### src/rtl/sub_seq_pkg.sv
// Purpose: shared sizes, FSM state type and nibble mux helpers for the sequential subtractor.
// Latency: n/a (package only).
// Backpressure: n/a.
package sub_seq_pkg;

    localparam int WIDTH   = 16;
    localparam int NIB     = 4;
    localparam int NUM_NIB = 4;

    typedef enum logic [1:0] {
        IDLE = 2'd0,
        RUN  = 2'd1,
        DONE = 2'd2
    } sub_state_t;

    // Select nibble i of a word. Written as a case so the controller stays mux-only.
    function automatic logic [NIB-1:0] nib_get(input logic [WIDTH-1:0] w, input logic [1:0] i);
        logic [NIB-1:0] r;
        case (i)
            2'd0:    r = w[3:0];
            2'd1:    r = w[7:4];
            2'd2:    r = w[11:8];
            default: r = w[15:12];
        endcase
        return r;
    endfunction

    // Replace nibble i of a word with n.
    function automatic logic [WIDTH-1:0] nib_put(input logic [WIDTH-1:0] w, input logic [1:0] i,
                                                 input logic [NIB-1:0] n);
        logic [WIDTH-1:0] r;
        r = w;
        case (i)
            2'd0:    r[3:0]   = n;
            2'd1:    r[7:4]   = n;
            2'd2:    r[11:8]  = n;
            default: r[15:12] = n;
        endcase
        return r;
    endfunction

    // Next nibble index as a lookup rather than an adder.
    function automatic logic [1:0] nxt_idx(input logic [1:0] i);
        logic [1:0] r;
        case (i)
            2'd0:    r = 2'd1;
            2'd1:    r = 2'd2;
            2'd2:    r = 2'd3;
            default: r = 2'd0;
        endcase
        return r;
    endfunction

endpackage

### src/rtl/sub_seq_ctrl_nibble_sub.sv
// Purpose: combinational 4-bit borrow-chained subtractor slice (d = a - b - bin).
// Latency: 0 cycles, purely combinational.
// Backpressure: none.
// Ports: a, b (nibble operands), bin (borrow in) -> d (difference), bout (borrow out),
//        ovf (signed overflow of this slice; constant 0 unless SUB_SEQ_OVERFLOW_EN is defined).
module nibble_sub
    import sub_seq_pkg::*;
(
    input  logic [NIB-1:0] a,
    input  logic [NIB-1:0] b,
    input  logic           bin,
    output logic [NIB-1:0] d,
    output logic           bout,
    output logic           ovf
);

    logic [NIB:0] full;

    // The extra top bit of the widened subtraction is the unsigned borrow.
    assign full = {1'b0, a} - {1'b0, b} - {{NIB{1'b0}}, bin};
    assign d    = full[NIB-1:0];
    assign bout = full[NIB];

`ifdef SUB_SEQ_OVERFLOW_EN
    assign ovf = (a[NIB-1] != b[NIB-1]) && (d[NIB-1] != a[NIB-1]);
`else
    assign ovf = 1'b0;
`endif

endmodule

### src/rtl/sub_seq_ctrl.sv
// Purpose: 16-bit a-b computed one nibble per cycle through a single nibble_sub slice.
// Latency: 5 edges from the accepting edge to done (1 accept + 4 nibbles); done pulses one cycle.
// Backpressure: start is ignored while busy; accepted only in IDLE or DONE.
// Ports: clk, rst (sync, active-high); start, a, b in; busy, done, diff, borrow_out, overflow, zero out.
// Optional: SUB_SEQ_OVERFLOW_EN enables signed overflow; otherwise overflow is always 0.
module sub_seq_ctrl
    import sub_seq_pkg::*;
(
    input  logic             clk,
    input  logic             rst,
    input  logic             start,
    input  logic [WIDTH-1:0] a,
    input  logic [WIDTH-1:0] b,
    output logic             busy,
    output logic             done,
    output logic [WIDTH-1:0] diff,
    output logic             borrow_out,
    output logic             overflow,
    output logic             zero
);

    sub_state_t       state;
    logic [1:0]       idx;
    logic [WIDTH-1:0] a_r;
    logic [WIDTH-1:0] b_r;
    // Nibbles accumulate here; diff is only loaded when the whole word is known,
    // so an aborted operation never exposes a partial result.
    logic [WIDTH-1:0] work;
    logic             bchain;

    logic [NIB-1:0]   nib_d;
    logic             nib_bout;
    logic             nib_ovf;
    logic [WIDTH-1:0] final_diff;

    nibble_sub u_nib (
        .a    (nib_get(a_r, idx)),
        .b    (nib_get(b_r, idx)),
        .bin  (bchain),
        .d    (nib_d),
        .bout (nib_bout),
        .ovf  (nib_ovf)
    );

    assign final_diff = {nib_d, work[WIDTH-NIB-1:0]};

    always_ff @(posedge clk) begin
        if (rst) begin
            state      <= IDLE;
            idx        <= 2'd0;
            a_r        <= '0;
            b_r        <= '0;
            work       <= '0;
            bchain     <= 1'b0;
            busy       <= 1'b0;
            done       <= 1'b0;
            diff       <= '0;
            borrow_out <= 1'b0;
            overflow   <= 1'b0;
            zero       <= 1'b0;
        end else begin
            case (state)
                IDLE, DONE: begin
                    done <= 1'b0;
                    if (start) begin
                        a_r        <= a;
                        b_r        <= b;
                        work       <= '0;
                        bchain     <= 1'b0;
                        idx        <= 2'd0;
                        diff       <= '0;
                        borrow_out <= 1'b0;
                        overflow   <= 1'b0;
                        zero       <= 1'b0;
                        busy       <= 1'b1;
                        state      <= RUN;
                    end else begin
                        state <= IDLE;
                    end
                end
                RUN: begin
                    work   <= nib_put(work, idx, nib_d);
                    bchain <= nib_bout;
                    if (idx == 2'd3) begin
                        diff       <= final_diff;
                        borrow_out <= nib_bout;
                        overflow   <= nib_ovf;
                        zero       <= (final_diff == '0);
                        idx        <= 2'd0;
                        busy       <= 1'b0;
                        done       <= 1'b1;
                        state      <= DONE;
                    end else begin
                        idx <= nxt_idx(idx);
                    end
                end
                default: begin
                    state <= IDLE;
                    busy  <= 1'b0;
                    done  <= 1'b0;
                end
            endcase
        end
    end

endmodule

### config.mk
export PLATFORM = sky130hd
export DESIGN_NAME = sub_seq_ctrl
export DESIGN_NICKNAME = d
export VERILOG_FILES = /design/src/rtl/sub_seq_pkg.sv /design/src/rtl/sub_seq_ctrl_nibble_sub.sv /design/src/rtl/sub_seq_ctrl.sv
export SDC_FILE = /design/constraint.sdc
export NUM_CORES = 1
export LEC_CHECK = 0
export BUFFER_PORTS_ARGS = -buffer_cell sky130_fd_sc_hd__buf_2
export CAP_MARGIN = 10
export CORE_MARGIN = 10
export CORE_UTILIZATION = 35
export DETAILED_ROUTE_END_ITERATION = 8
export PLACE_DENSITY = 0.58
export SYNTH_ARGS = -nofsm -noshare
export SYNTH_HDL_FRONTEND = slang
export SYNTH_HIERARCHICAL = 1
export SYNTH_SLANG_ARGS = --single-unit
### constraint.sdc
create_clock -name clk -period 3.1 [get_ports clk]
set_input_delay 0 -clock clk [delete_from_list [all_inputs] [get_ports clk]]
set_output_delay 0 -clock clk [all_outputs]
set_load 0.01 [all_outputs]
# == Word-level counts from Yosys, hierarchy flattened ==
# Cells that the tools add are included.
# word_totals
out_inout_bits,21
elab_cells,66
ff_bits,70
in_bits,35
# classes
n_reduce_logical,13
n_addsub,2
n_eq_ne,10
muxes,26
n_bitwise,1
# op_table
operator,count
two-way mux 16 bit,2
one-hot mux 16 bit (2 select lines),1
one-hot mux 12 bit (2 select lines),1
one-hot mux 4 bit (3 select lines),2
logical NOT 16 bit,1
two-way mux 4 bit,3
AND reduction 3 bit,4
inequality test 2 bit (second input constant),5
one-hot mux 1 bit (2 select lines),5
one-hot mux 2 bit (2 select lines),2
== test 2 bit (second input constant),3
two-way mux 1 bit,6
two-way mux 2 bit,3
one-hot mux 2 bit (3 select lines),1
AND reduction 2 bit,3
subtractor 4 x 4 -> 5 bit,1
subtractor 5 x 1 -> 5 bit,1
== test 2 x 1 -> 1 bit (second input constant),2
logical NOT 2 bit,2
OR reduction 2 bit,2
nonzero test 2 bit,1
inverter 1 bit,1

# == Longest topological paths before layout ==
# logic_depth
ltp_word,7
depth_mapped,15
mapped_depth_nobuf,14

# == By module ==
# The synthesis kept the hierarchy.
# by_module_without_submodules
mod,cells_per_inst,seq_area_each_um2,instances,area_each_um2
sub_seq_ctrl,350,1401.3,1,2884.0
nibble_sub,26,0.0,1,219.0

# == Least setup slack after synthesis ==
# Ideal clock, no wire load.
# synth_path
kind,register to register
from,reg idx[1]
to,reg zero
t_required_ns,3.013
n_path_buf,1
path_stages_with_launch,15
period_less_slack_ns,2.891
arrival_time_ns,2.804
slack_ns,0.209
setup_time_ns,0.087
path_cell_list,dfxtp_1 > inv_1 > ha_1 > clkbuf_1 > a222oi_1 > mux2i_1 > fa_1 > inv_1 > ha_1 > o21ai_0 > nand3b_1 > xor2_1 > nor4_1 > nand4_1 > o31ai_1
# synth_via
elab_chain_len,7
word_cells_on_any_way,13
classes_between,add/sub: 2; eq/ne: 4; mux: 4; reduce/logical: 3
# synth_lines
element,line,source
"start, declared",sub_seq_ctrl.sv:23,logic [1:0] idx;
"start signal, assigned",sub_seq_ctrl.sv:94,idx <= nxt_idx(idx);
"== test 2 bit, or another cell as far along",sub_seq_pkg.sv:19,case (i)
one-hot mux 4 bit (3 select lines),sub_seq_pkg.sv:19,
subtractor 4 x 4 -> 5 bit *,sub_seq_ctrl_nibble_sub.sv:20,"assign full = {1'b0, a} - {1'b0, b} - {{NIB{1'b0}}, bin};"
subtractor 5 x 1 -> 5 bit *,sub_seq_ctrl_nibble_sub.sv:20,
net nib_d[3],sub_seq_ctrl.sv:31,logic [NIB-1:0] nib_d;
logical NOT 16 bit *,sub_seq_ctrl.sv:88,zero <= (final_diff == '0);
two-way mux 1 bit *,sub_seq_ctrl.sv:84,if (idx == 2'd3) begin
one-hot mux 1 bit (2 select lines) *,sub_seq_ctrl.sv:62,case (state)
"end signal, assigned",sub_seq_ctrl.sv:88,
"end, declared",sub_seq_ctrl.sv:19,output logic zero
# The timed path passes the listed nets; every way through them passes the cells marked *. The select of a mux whose other input is x is not followed.
# A chain may end at the register's enable or synchronous reset.

# == Worst setup path in the final report ==
# layout_path
from,reg idx[0]
to,reg zero
# The elaborated chain is that of the path after synthesis.

==> results by group <==
Yosys
  • Register area share after synthesis: 0.4516
  • Mapped cell area: 0.003103 mm²
  • Yosys warnings: 6
  • Post-synth ARST share: 0
  • Unique masters post-synth: 30
  • Synth Flop Type: dfxtp_1
  • Post-synthesis instance total: about 380
  • Mapped Avg Cell Area: a little over 8 µm²
  • Commonest cells in the netlist: nand2_1 (84), dfxtp_1 (70), a21oi_1 (56)
  • Synth area leader: dfxtp_1
  • Synth top area share: 0.4516
  • #FFs+latches synth: 70
  • Synth top area cells: dfxtp_1 (45%), nand2_1 (10%), a21oi_1 (9.0%)
  • Post-synth EDFFs: 0
  • Top-count cell post-synth: nand2_1
  • Syn_nets: 423

Timing
  • Max Clk Rate: around 0.35 GHz
  • Crit path time final: 2.888 ns
  • Tightest Pin Transition: around 0.91 ns
  • Relative slew margins: 0.3884
  • # setup viols final: 0
  • Slew Limit Fails: 0
  • Final hold violation count: 0
  • Final worst path period share: 0.9315
  • Setup ws final: 0.2122 ns
  • Max Clock Skew: 0.008606 ns

Drt
  • Starting DRT DRC Count: 146
  • Drt wl/cell: 14.21 µm
  • Antenna Nets Post-Route: 0
  • Drt total wl: 8.116 mm
  • Drt pass-1 iters: 4
  • Vias per cell: 5.019
  • Via Count: 2866
  • Post-route DRC: 0

GRT
  • Initial antenna violation count: 0
  • Gr ovfl total: 0
  • Vias in the first global route: approximately 2900
  • Largest net degree at the start of global routing: 38
  • Total GRT Usage: 0.1216
  • First-pass GRT wire length: approximately 13 mm

Clock network
  • CTS buffer count: 9
  • Deepest clock path buffer count: 2
  • Clock transition at path regs: 0.07 ns
  • CTS tree: built
  • Root Driver: clkbuf_8
  • Worst-Skew Late Latency: ~0.35 ns
  • H-tree levels: 3
  • Clock sinks: 70

Power and ir drop
  • Clock share of power: 0.319
  • PwrDens: slightly below 500 mW/mm²
  • Seq pwr share: 0.493
  • Switch Pwr: 568.0 µW
  • Design Power: approximately 2000 µW
  • Maximum VDD drop: 272.7 µV
  • Part of the power in combinational logic: 0.188
  • Switching share of power: 0.2906
  • Leak: 0.001545 µW
  • Internal Pwr Total: around 1400 µW

Place
  • PortBufs: 55
  • Dpl ws: 0.08993 ns
  • Post-place instance area: 0.003460 mm²
  • Cells after DPL: 523
  • Post-DP HPWL: 5.551 mm
  • GPL Wtd Cong: approximately 0.82

Setup path
  • CP startpoint kind: flip-flop
  • WP data arrival: 3.14 ns
  • Crit path kind: reg -> reg
  • CP cell instances: inv_2 > ha_4 > a222oi_1 > mux2i_1 > fa_1 > inv_1 > ha_2 > o21ai_1 > nand3b_1 > xor2_2 > nor4_2 > nand4_1 > o31ai_2
  • Crit path max fanout: 4
  • CP Capture Type: flip-flop
  • CP max stage delay: 0.59 ns
  • Req. time, crit path: 3.35 ns
  • CP max stage cell: fa_1

Final layout
  • Final std cells w/o fill: about 570
  • Area growth syn-to-layout: 28.87%
  • Nets: 506
  • Share of cells above drive strength 1: 0.2376
  • Diode count: 0
  • Final Cell Area: 0.003999 mm²

Run
  • Max_cap viols: 0

Floorplanning
  • Io pins: 56
  • Die W: 114.2 µm
  • Core Region: ~0.0087 mm²
  • Starting Density: 0.3576
  • DIE AREA: 0.01303 mm²
  • Rows: 34
  • Die height: about 110 µm

Worst hold path
  • Min-delay worst type: in -> reg

Outcome
  • Status: finished, final reports clean
==> through the flow <==
step	hold slack (ns)	utilization	setup TNS, ns
after global routing	0.1808	0.4608	-0.01929
after floorplan	0.1360	-	0
final	0.1549	0.4608	0
after global placement	0.2423	0.3986	0
after CTS	0.1555	0.4544	0
after detailed placement	0.2455	0.3986	0
==> flip-flops by register name, summed over array words and instances (netlist names) <==
register,count
a_r,16
b_r,16
bchain,1
borrow_out,1
busy,1
diff,16
done,1
idx,2
overflow,1
state,2
work,12
zero,1
==> path summary, 6_finish.rpt <==
kind           start       to  slack (ns)  cells past startpoint
min            start  a_r[13]        0.15                      4
min reg2reg  a_r[14]  a_r[14]        0.46                      2
max           idx[0]     zero        0.21                     13
max reg2reg   idx[0]     zero        0.21                     13
==> worst max-delay path, delay by kind of cell (launching register included) <==
kind | cells | cell delay, ns
fa+ha+maj | 3 | 0.90
compound gates | 3 | 0.66
simple gates | 3 | 0.41
flops | 1 | 0.36
xor+xnor | 1 | 0.19
mux | 1 | 0.17
buf+inv | 2 | 0.11
==> cell type report <==
class	instances	area [µm²]
clock inverter	6	40.04
fill	880	4679
sequential	70	1406
multi-input combinational	258	1514
tap	108	135.1
inverter	18	67.56
timing repair buffer	102	711.9
clock buffer	9	123.9
==> cell usage in the layout, fill, tap and decap left out, types with 2 or more instances in the layout <==
master         netlist  final
o21ai_0              5      4
buf_4                9     14
ha_2                 0      3
fa_1                 2      2
nand2_1             84     84
nor2_1               5      5
dfxtp_1             70     68
xor2_1               4      3
inv_1               18     16
clkbuf_8             0      9
clkinv_4             0      2
inv_2                0      2
a222oi_1             8      8
ha_1                10      6
a21oi_2             11     11
nor4_1               4      3
a21oi_1             56     56
nand3_1             42     42
buf_2                8     55
and3b_1              2      2
clkinv_2             0      3
nand3b_1             5      5
mux2i_1              8      8
dlygate4sd3_1        0     32
==> routing by layer <==
metal | track usage | wire length (µm) | up-vias
li1 | - | - | 1441
met1 | 0.1533 | 3683 | 1332
met2 | 0.1891 | 3832 | 82
met3 | 0.03878 | 473 | 11
met4 | 0.04595 | 127 | 0
met5 | 0 | 0 | -
==> kinds of logic (layout without fill, tap and decap cells) <==
family	after synthesis	after routing	share of synthesized area
AND/OR/NAND/NOR	151	151	0.2222
AO/OA/AOI/OAI	82	82	0.1601
flip-flops	70	70	0.4516
buffers and inverters	48	135	0.07459
adder cells (fa/ha/maj)	12	12	0.05323
multiplexers	8	8	0.02581
XOR/XNOR	4	4	0.01129
other	1	1	0.001209
==> power groups by stage <==
stage          clock network [µW]  registers [µW]  logic (µW)
6_report                      623             963         368
5_1_grt                       677             967         408
4_1_cts                       642             963         340
3_5_place_dp                    0             984         307
3_3_place_gp                    0             983         304
2_1_floorplan                   0             974         214
==> timing repair <==
action                                  CTS  global route
hold endpoints to repair                 32             0
endpoints found under the setup margin    0             4
buffers inserted                          0             1
hold buffers                             32             0
gates resized for setup                   0            15
(Power assumes the default switching activity.)
